$ cat src/rtl/rgmii_tx_speed_adapter_if.sv
// Byte stream from the MAC plus the ODDR rise/fall pairs for TXD, TX_CTL and TXC.
interface rgmii_tx_speed_adapter_if;
    logic [7:0] tx_axis_rgmii_tdata;
    logic       tx_axis_rgmii_tvalid;
    logic       tx_axis_rgmii_tready;
    logic [3:0] txd_rise;
    logic [3:0] txd_fall;
    logic       txctl_rise;
    logic       txctl_fall;
    logic       txc_rise;
    logic       txc_fall;

    modport master (
        output tx_axis_rgmii_tdata, tx_axis_rgmii_tvalid,
        input  tx_axis_rgmii_tready, txd_rise, txd_fall,
               txctl_rise, txctl_fall, txc_rise, txc_fall
    );

    modport slave (
        input  tx_axis_rgmii_tdata, tx_axis_rgmii_tvalid,
        output tx_axis_rgmii_tready, txd_rise, txd_fall,
               txctl_rise, txctl_fall, txc_rise, txc_fall
    );
endinterface

$ cat src/rtl/rgmii_tx_speed_adapter.sv
// Paces MAC bytes into 1/10/100-cycle slots at 125 MHz and maps them to RGMII ODDR
// rise/fall pairs; every output is a decode of registers only.
module rgmii_tx_speed_adapter (
    input  logic       tx_mac_aclk,
    input  logic       tx_mac_reset,
    input  logic [1:0] speed,
    output logic [1:0] speed_active,
    rgmii_tx_speed_adapter_if.slave bus
);
    localparam logic [1:0] SPD_1000 = 2'b10;
    localparam logic [1:0] SPD_100  = 2'b01;
    localparam logic [1:0] SPD_10   = 2'b00;

    logic       run_q, run_d;
    logic [1:0] spd_q, spd_d;
    logic [6:0] cnt_q, cnt_d;
    logic       txen_q, txen_d;
    logic [7:0] dat_q, dat_d;
    logic [6:0] last_cnt;
    logic [6:0] q_100;
    logic [6:0] q_10;

    always_ff @(posedge tx_mac_aclk or posedge tx_mac_reset) begin
        if (tx_mac_reset) begin
            run_q  <= 1'b0;
            spd_q  <= SPD_1000;
            cnt_q  <= 7'd0;
            txen_q <= 1'b0;
            dat_q  <= 8'd0;
        end else begin
            run_q  <= run_d;
            spd_q  <= spd_d;
            cnt_q  <= cnt_d;
            txen_q <= txen_d;
            dat_q  <= dat_d;
        end
    end

    always_comb begin
        case (spd_q)
            SPD_10:  last_cnt = 7'd99;
            SPD_100: last_cnt = 7'd9;
            default: last_cnt = 7'd0;
        endcase
    end

    // Speed is only re-applied on an idle boundary so a byte is never re-timed.
    always_comb begin
        run_d  = 1'b1;
        spd_d  = spd_q;
        cnt_d  = cnt_q;
        txen_d = txen_q;
        dat_d  = dat_q;
        if (!run_q) begin
            spd_d  = speed;
            cnt_d  = 7'd0;
            txen_d = 1'b0;
            dat_d  = 8'd0;
        end else if (cnt_q == last_cnt) begin
            cnt_d = 7'd0;
            if (bus.tx_axis_rgmii_tvalid) begin
                txen_d = 1'b1;
                dat_d  = bus.tx_axis_rgmii_tdata;
            end else begin
                txen_d = 1'b0;
                dat_d  = 8'd0;
                spd_d  = speed;
            end
        end else begin
            cnt_d = cnt_q + 7'd1;
        end
    end

    assign q_100 = (cnt_q >= 7'd5)  ? cnt_q - 7'd5  : cnt_q;
    assign q_10  = (cnt_q >= 7'd50) ? cnt_q - 7'd50 : cnt_q;

    always_comb begin
        bus.tx_axis_rgmii_tready = 1'b0;
        bus.txd_rise   = 4'd0;
        bus.txd_fall   = 4'd0;
        bus.txctl_rise = 1'b0;
        bus.txctl_fall = 1'b0;
        bus.txc_rise   = 1'b0;
        bus.txc_fall   = 1'b0;
        if (run_q) begin
            bus.tx_axis_rgmii_tready = (cnt_q == last_cnt);
            bus.txctl_rise = txen_q;
            bus.txctl_fall = txen_q;
            case (spd_q)
                SPD_10: begin
                    bus.txd_rise = (cnt_q < 7'd50) ? dat_q[3:0] : dat_q[7:4];
                    bus.txd_fall = (cnt_q < 7'd50) ? dat_q[3:0] : dat_q[7:4];
                    bus.txc_rise = (q_10 < 7'd25);
                    bus.txc_fall = (q_10 < 7'd25);
                end
                SPD_100: begin
                    bus.txd_rise = (cnt_q < 7'd5) ? dat_q[3:0] : dat_q[7:4];
                    bus.txd_fall = (cnt_q < 7'd5) ? dat_q[3:0] : dat_q[7:4];
                    // 2.5 high cycles per 5: the half cycle lives on the rise phase of q = 2
                    bus.txc_rise = (q_100 < 7'd3);
                    bus.txc_fall = (q_100 < 7'd2);
                end
                default: begin
                    bus.txd_rise = dat_q[3:0];
                    bus.txd_fall = dat_q[7:4];
                    bus.txc_rise = 1'b1;
                    bus.txc_fall = 1'b0;
                end
            endcase
        end
    end

    assign speed_active = spd_q;
endmodule

$ cat src/flat_wrapper.sv
// flat-port wrapper written by rule: the top's interface ports become plain ports
module rgmii_tx_speed_adapter_flat 
  (tx_mac_aclk, tx_mac_reset, speed, speed_active, bus_tx_axis_rgmii_tdata, bus_tx_axis_rgmii_tvalid, bus_tx_axis_rgmii_tready, bus_txd_rise, bus_txd_fall, bus_txctl_rise, bus_txctl_fall, bus_txc_rise, bus_txc_fall);
  rgmii_tx_speed_adapter_if bus_i ();
  input  logic tx_mac_aclk;
  input  logic tx_mac_reset;
  input  logic [1:0] speed;
  output logic [1:0] speed_active;
  input wire logic [$bits(bus_i.tx_axis_rgmii_tdata)-1:0] bus_tx_axis_rgmii_tdata;
  input wire logic [$bits(bus_i.tx_axis_rgmii_tvalid)-1:0] bus_tx_axis_rgmii_tvalid;
  output wire logic [$bits(bus_i.tx_axis_rgmii_tready)-1:0] bus_tx_axis_rgmii_tready;
  output wire logic [$bits(bus_i.txd_rise)-1:0] bus_txd_rise;
  output wire logic [$bits(bus_i.txd_fall)-1:0] bus_txd_fall;
  output wire logic [$bits(bus_i.txctl_rise)-1:0] bus_txctl_rise;
  output wire logic [$bits(bus_i.txctl_fall)-1:0] bus_txctl_fall;
  output wire logic [$bits(bus_i.txc_rise)-1:0] bus_txc_rise;
  output wire logic [$bits(bus_i.txc_fall)-1:0] bus_txc_fall;
  assign bus_i.tx_axis_rgmii_tdata = bus_tx_axis_rgmii_tdata;
  assign bus_i.tx_axis_rgmii_tvalid = bus_tx_axis_rgmii_tvalid;
  assign bus_tx_axis_rgmii_tready = bus_i.tx_axis_rgmii_tready;
  assign bus_txd_rise = bus_i.txd_rise;
  assign bus_txd_fall = bus_i.txd_fall;
  assign bus_txctl_rise = bus_i.txctl_rise;
  assign bus_txctl_fall = bus_i.txctl_fall;
  assign bus_txc_rise = bus_i.txc_rise;
  assign bus_txc_fall = bus_i.txc_fall;
  rgmii_tx_speed_adapter u_core (.tx_mac_aclk(tx_mac_aclk), .tx_mac_reset(tx_mac_reset), .speed(speed), .speed_active(speed_active), .bus(bus_i));
endmodule
$ cat config.mk
export PLATFORM = sky130hd
export DESIGN_NAME = rgmii_tx_speed_adapter_flat
export DESIGN_NICKNAME = d
export VERILOG_FILES = /design/src/rtl/rgmii_tx_speed_adapter_if.sv /design/src/rtl/rgmii_tx_speed_adapter.sv /design/src/flat_wrapper.sv
export SDC_FILE = /design/constraint.sdc
export NUM_CORES = 1
export LEC_CHECK = 0
export CORE_MARGIN = 3
export CORE_UTILIZATION = 52
export CTS_CLUSTER_DIAMETER = 30
export DETAILED_ROUTE_END_ITERATION = 10
export PLACE_DENSITY = 0.8
export SYNTH_ARGS = -nofsm -noshare
export SYNTH_HDL_FRONTEND = slang
export SYNTH_SLANG_ARGS = --single-unit
$ cat constraint.sdc
create_clock -name tx_mac_aclk -period 2.65 [get_ports tx_mac_aclk]
set_input_delay 0.265 -clock tx_mac_aclk [delete_from_list [all_inputs] [get_ports tx_mac_aclk]]
set_output_delay 0.265 -clock tx_mac_aclk [all_outputs]
set_load 0.03 [all_outputs]
==> out/metrics.yaml, run 1 <==
tightest_slew_ns: 0.707
vias: 1503
ys_async_sr_fraction_pct: 100
numCtsBuffers: 3
cp_cell_sequence: "inv_2 > ha_2 > nand2b_4 > a221oi_2 > mux2_4 > o311ai_4 > o311ai_2 > buf_4"
cp_slowest_cell: "dfrtp_1"
insertion_delay_ns: 0.29
final-hold-violation-count: 0
worst-path-buf-inv: 2
routed_wl_um: 4320
viasPerCell: 6.24
grt_pass1_wl_um: 6980
dpl_cell_area_um2: 1930
die_area_um2: 3550
first_iter_violations: 64
grt_pass1_vias: 1503
total_power_mw: 1.06
crit_arrival_ns: 2.32
cellLeakagePower_nw: 0.963
hpwl_um: 3190
core_region_area_um2: 2590
synth_area_per_cell_um2: 9.39
cp_max_fo: 4
slowest_delay_ns: 0.44
syn-num-nets: 179
grt_usage_pct: 25.9
setup.worst_path.start: "u_core.cnt_q[1]$_DFF_PP0_"
synthCells: 159
row_count: 18
fmax_mhz: 388
num_antenna_cells: 0
power_per_cell_area_nw_per_um2: 510
grt_start_max_net_pins: 20
drc: 0
portBuffers: 27
syn2layout_area_growth_pct: 39.5
holdWs_ns: 0.373
synth-edff-count: 0
start_kind: "flop"
dr.pass1.iters: 4
finalNetCount: 232
ant_nets: 0
yosysTopAreaCellShare_pct: 30.2
ios: 28
rsz0062_at_grt: "true"
finClkSkew_ns: 0.000983
max-vdd-ir-drop_uv: 454
reg2reg_slack_ns: 0.44
cts_tree: "yes"
yosysTopAreaCell: "dfrtp_1"
cts_max_level: 1
yosys_warnings: 0
hold_path_class: "input pin to async pin"
die_height_um: 59.6
crit_path_end_kind: "output port"
timing.rr.start: "u_core.cnt_q[6]$_DFF_PP0_"
critPathTopFamily: "compound AO/OA/AOI/OAI gates"
required_ns: 2.38
maxCapViolations: 0
slew_violations: 0
ys_top_cells_by_count: "18 x dfrtp_1, 13 x nor2_1, 8 x a22o_1, 8 x inv_1"
synth.most_common_cell: "dfrtp_1"
hold_buffers: 0
place_ws_ns: -0.386
cts.sinks: 19
die_w_um: 59.6
drive_gt1_share_pct: 35.1
slew_headroom_pct: 52.8
grt_overflow: 0
syn_area_um2: 1490
design_area_um2: 2080
setup-violations-final: 0
crit_type: "flop to output port"
ys_top_cells_by_area: "dfrtp_1 30%, ha_1 5.9%, a22o_1 4.7%"
clock-root-buffer: "clkbuf_4"
start_util_pct: 57.6
clock_path_buffers: 2
ys_seq_area_share_pct: 31.9
avgRoutedWirePerCell_um: 17.9
status: "completed"
synth.distinct_cells: 52
layout_min_cycle_time_ns: 2.58
setup_slack_ns: 0.0695
synth_flop_cell: "dfrtp_1"
ys_ff_latch: 19
setup_tns_ns: 0
globalplace.congestion: 0.932
antenna_found_initial: 0
clk_pin_slew_ns: 0.11
fin_crit_sh_pct: 97.4
registers in the layout, indices dropped and copies added (netlist names):
| name | cells |
|---|---|
| u_core.cnt_q | 7 |
| u_core.dat_q | 8 |
| u_core.run_q | 1 |
| u_core.speed_active | 2 |
| u_core.txen_q | 1 |
final timing paths:
| path | to | cells past startpoint |
|---|---|---|
| worst max-delay path | bus_txc_rise | 8 |
| worst min-delay path | u_core.cnt_q[1]$_DFF_PP0_ | 2 |
| worst max register to register | u_core.dat_q[3]$_DFFE_PP0P_ | 7 |
| worst min register to register | u_core.txen_q$_DFFE_PP0P_ | 1 |
| max in group asynchronous | u_core.cnt_q[0]$_DFF_PP0_ | 2 |
| min in group tx_mac_aclk | u_core.txen_q$_DFFE_PP0P_ | 1 |
worst reg2reg max path, cell delays in order, from the launching register on:
cell      delay, ns
dfrtp_1        0.50
buf_4          0.22
nor2_8         0.12
o211ai_1       0.10
a2111o_1       0.44
buf_4          0.17
and2_1         0.26
a22o_1         0.29
per-layer routing:
layer  track usage, %  up-vias  wire length (um)
li1                 -      703                 -
met1             35.2      723              1850
met2             43.4       71              2150
met3             3.70        6               255
met4             6.33        0                55
met5                0        -                 0
logic make-up (layout without fill, tap and decap cells):
kind of cell | Yosys count | in the layout | share of synthesized area (%)
AO/OA/AOI/OAI | 47 | 47 | 25.2
XOR/XNOR | 6 | 6 | 3.52
adder cells (fa/ha/maj) | 7 | 7 | 5.87
buffers and inverters | 20 | 72 | 7.38
flip-flops | 19 | 19 | 31.9
multiplexers | 10 | 10 | 7.04
other | 1 | 1 | 0.251
AND/OR/NAND/NOR | 49 | 49 | 18.8
placed cells by master, fill, tap and decap left out, drive strengths merged, types with 6 or more instances in the layout:
master         instances
clkdlybuf4s50         16
o221a                  6
a22o                   8
dfrtp                 18
a21oi                  8
inv                    8
nand2                  7
nand3                  6
nor2                  15
ha                     7
buf                   38
mux2i                  6
repair_timing:
| action | 4_1_cts | 5_1_grt |
|---|---|---|
| buffers inserted | 3 | 0 |
| gates resized for setup | 32 | 20 |
| pin swaps | 1 | 5 |
| endpoints found under the setup margin | 10 | 10 |
| endpoints found under the hold margin | 0 | 0 |
power by group:
group | switching, mW | internal (mW) | leakage (nW)
combinational | 0.301 | 0.254 | 0.692
clock | 0.0889 | 0.0561 | 0.0177
sequential | 0.0414 | 0.320 | 0.254
total | 0.432 | 0.630 | 0.963
final cells by class:
type	instances	area, um2
clock inverters	1	5.00
clock buffers	3	22.5
well taps	30	37.5
flip-flops and latches	19	477
inverters	9	33.8
multi-input cells	120	1010
fillers	168	508
repair buffers	59	492
metrics by stage:
| step | std cells | util, % |
|---|---|---|
| after floorplan | 159 | - |
| after global placement | 234 | 74.6 |
| after detailed placement | 234 | 74.6 |
| after CTS | 241 | 77.2 |
| after global routing | 241 | 80.4 |
| final | 241 | 80.4 |
(Power assumes the default switching activity.)
==> inputs of run 2 (changes only) <==
- CAP_MARGIN: unset -> 5
- CORE_MARGIN: 3 -> unset
- CORE_UTILIZATION: 52 -> 63
- DONT_BUFFER_PORTS: unset -> 1
- PLACE_DENSITY: 0.8 -> 0.79
==> run 2 against run 1 <==
  * The run now ends with negative setup slack left
  * Sequential share of layout area increased by 4.1 points
  * Sequential cell count stayed put
  * Fmax is 4.4% lower
  * Die area down 28%
  * Total power shrank 4.8%
  * Clock-buffer cell count is 1 higher
  * Global-route usage up 5.1 points
  * Critical endpoint unchanged
  * Largest cell class unchanged
==> out/metrics.yaml, run 2 (synthesis gave the netlist of run 1 again) <==
insertion_delay_ns: 0.31  # +0.02 ns
hold_path_class: "input pin to flop"
nFillCells: 148  # -12%
cellLeakagePower_nw: 0.808  # -16%
violations: "negative setup slack"
core_region_area_um2: 2210  # -15%
grt_pass1_wl_um: 5930  # -15%
drc: 0  # unchanged
grt_start_max_net_pins: 20  # unchanged
clk_pin_slew_ns: 0.11  # about the same
tightest_slew_ns: 0.726  # +0.0190 ns
setup_tns_ns: -0.106  # -0.106 ns
final-hold-violation-count: 0  # unchanged
crit_type: "flop to output port"
cts.sinks: 19  # unchanged
ant_nets: 0  # unchanged
die_w_um: 50.7  # -15%
syn2layout_area_growth_pct: 18.6
cp_cell_sequence: "inv_2 > ha_4 > and4b_1 > buf_4 > nor2_2 > o32a_1 > o311ai_4 > o311ai_2 > buf_4"
avgRoutedWirePerCell_um: 20.0  # +12%
layout_min_cycle_time_ns: 2.70  # +0.120 ns
largest-register: "u_core.dat_q"
rsz0062_at_grt: "true"
setup.worst_path.start: "u_core.cnt_q[0]$_DFF_PP0_"
die_area_um2: 2570  # -28%
setup_slack_ns: -0.0506  # -0.120 ns
cp_slowest_cell: "dfrtp_1"
first_iter_violations: 82  # +28%
layout_common_cells: "24 x buf_4, 17 x dfrtp_1, 12 x nor2_1, 8 x a22o_1, 7 x nand2_1"
crit_path_end_kind: "output port"
start_util_pct: 67.5  # +9.8 points
routed_wl_um: 4120  # -4.4%
cts_tree: "yes"
die_height_um: 50.7  # -15%
p_comb_share_pct: 47.9  # -4.4 points
hold_start: "bus_tx_axis_rgmii_tdata[2]"
drive_gt1_share_pct: 32.0  # -3.0 points
switching_share_pct: 42.2  # +1.6 points
place_ws_ns: 0.143  # +0.529 ns
required_ns: 2.38  # about the same
status: "finished, violations left"
dr.pass1.iters: 4  # unchanged
total_power_mw: 1.01  # -4.8%
holdWs_ns: 0.0830  # -0.290 ns
cp_common_cell: "buf_4"
fmax_mhz: 370  # -4.4%
p_sw_uw: 427  # -1.2%
largest_reg_flops: 8  # unchanged
layout.area.seq_um2: 478  # +0.26%
mostFrequentLayoutCell: "buf_4"
grt_usage_pct: 31.0  # +5.1 points
fin_crit_sh_pct: 102  # +4.5 points
slowest_delay_ns: 0.41  # -0.03 ns
globalplace.congestion: 0.903  # -3.1%
clock-root-buffer: "clkbuf_4"
viasPerCell: 6.92  # +11%
cts_max_level: 1  # unchanged
crit_arrival_ns: 2.44  # +0.12 ns
internal_power_uw: 584  # -7.3%
maxCapViolations: 0  # unchanged
slew_headroom_pct: 51.6  # -1.3 points
max-vdd-ir-drop_uv: 407  # -10%
multi_input_area_um2: 996  # -1.8%
utilization_pct: 80.0  # -0.35 points
num_antenna_cells: 0  # unchanged
cp_max_fo: 4  # unchanged
portBuffers: 0  # -100%
row_count: 17  # -1
hpwl_um: 2660  # -17%
slew_violations: 0  # unchanged
vias: 1426  # -5.1%
clock_path_buffers: 2  # unchanged
timing.rr.start: "u_core.speed_active[1]$_DFFE_PP1P_"
grt_pass1_vias: 1260  # -16%
numCtsBuffers: 3  # unchanged
finClkSkew_ns: 0.00501  # +0.00403 ns
ios: 28  # unchanged
start_kind: "flop"
power_per_cell_area_nw_per_um2: 571  # +12%
finalNetCount: 199  # -14%
p_seq_share_pct: 37.0  # +3.0 points
grt_overflow: 0  # unchanged
antenna_found_initial: 0  # unchanged
setup-violations-final: 4  # +4
clkPwrFrac_pct: 15.1  # +1.4 points
-- run 2: cell types whose count changed in the layout (fill, tap and decap cells not counted), moves of 2 or more --
cell,delta
a21oi_2,+3
a21oi_4,-2
buf_4,-14
clkdlybuf4s15_2,-2
clkdlybuf4s50_1,-16
ha_2,-2
o21ai_0,+2
o21ai_1,-2
-- run 2: cell type report --
type / instances / share of cell area [%]
inverters: 9 / 1.91
multi-input cells: 120 / 56.3
clock buffers: 4 / 1.48
repair buffers: 26 / 11.4
well taps: 28 / 1.98
flip-flops and latches: 19 / 27.0
-- run 2: what timing repair did --
item,4_1_cts,5_1_grt
hold buffers,1,0
pin swaps,2,6
buffers inserted,6,3
endpoints found under the setup margin,2,6
resized for setup,13,10
hold endpoints to repair,18,0
-- run 2: worst max-delay path, delay by kind of cell, from the launching register on --
kind	cells	cell delay [ns]
adders and majority gates	1	0.14
buffers and inverters	3	0.45
and+or+nand+nor	2	0.28
AOI/OAI and AO/OA	3	0.85
DFF	1	0.41
-- run 2: metal layers --
| layer | track usage (%) | up-vias | wire (um) |
|---|---|---|---|
| li1 | - | 633 | - |
| met1 | 42.1 | 698 | 1760 |
| met2 | 49.3 | 84 | 1970 |
| met3 | 5.15 | 11 | 331 |
| met4 | 11.6 | 0 | 66 |
| met5 | 0 | - | 0 |
-- run 2: stage by stage --
stage / instances / area (um2)
after floorplan: 159 / 1490
after global placement: 192 / 1570
after detailed placement: 192 / 1570
after CTS: 203 / 1700
after global routing: 206 / 1770
final: 206 / 1770
-- run 2: power groups by stage --
stage	Sequential, mW	Clock, mW	Combinational [mW]
2_1_floorplan	0.361	0	0.307
3_3_place_gp	0.372	0	0.365
3_5_place_dp	0.375	0	0.378
4_1_cts	0.367	0.154	0.438
5_1_grt	0.377	0.162	0.516
6_report	0.374	0.152	0.484
-- run 2: final timing paths --
| kind | end | cells after the start | slack, ns |
|---|---|---|---|
| worst max-delay path | bus_txc_rise | 9 | -0.05 |
| worst min-delay path | u_core.dat_q[2]$_DFFE_PP0P_ | 1 | 0.08 |
| worst max register to register | u_core.dat_q[6]$_DFFE_PP0P_ | 5 | 0.45 |
| worst min register to register | u_core.txen_q$_DFFE_PP0P_ | 1 | 0.51 |
| max in group asynchronous | u_core.cnt_q[1]$_DFF_PP0_ | 2 | 1.64 |
| min in group asynchronous | u_core.run_q$_DFF_PP0_ | 2 | 0.50 |
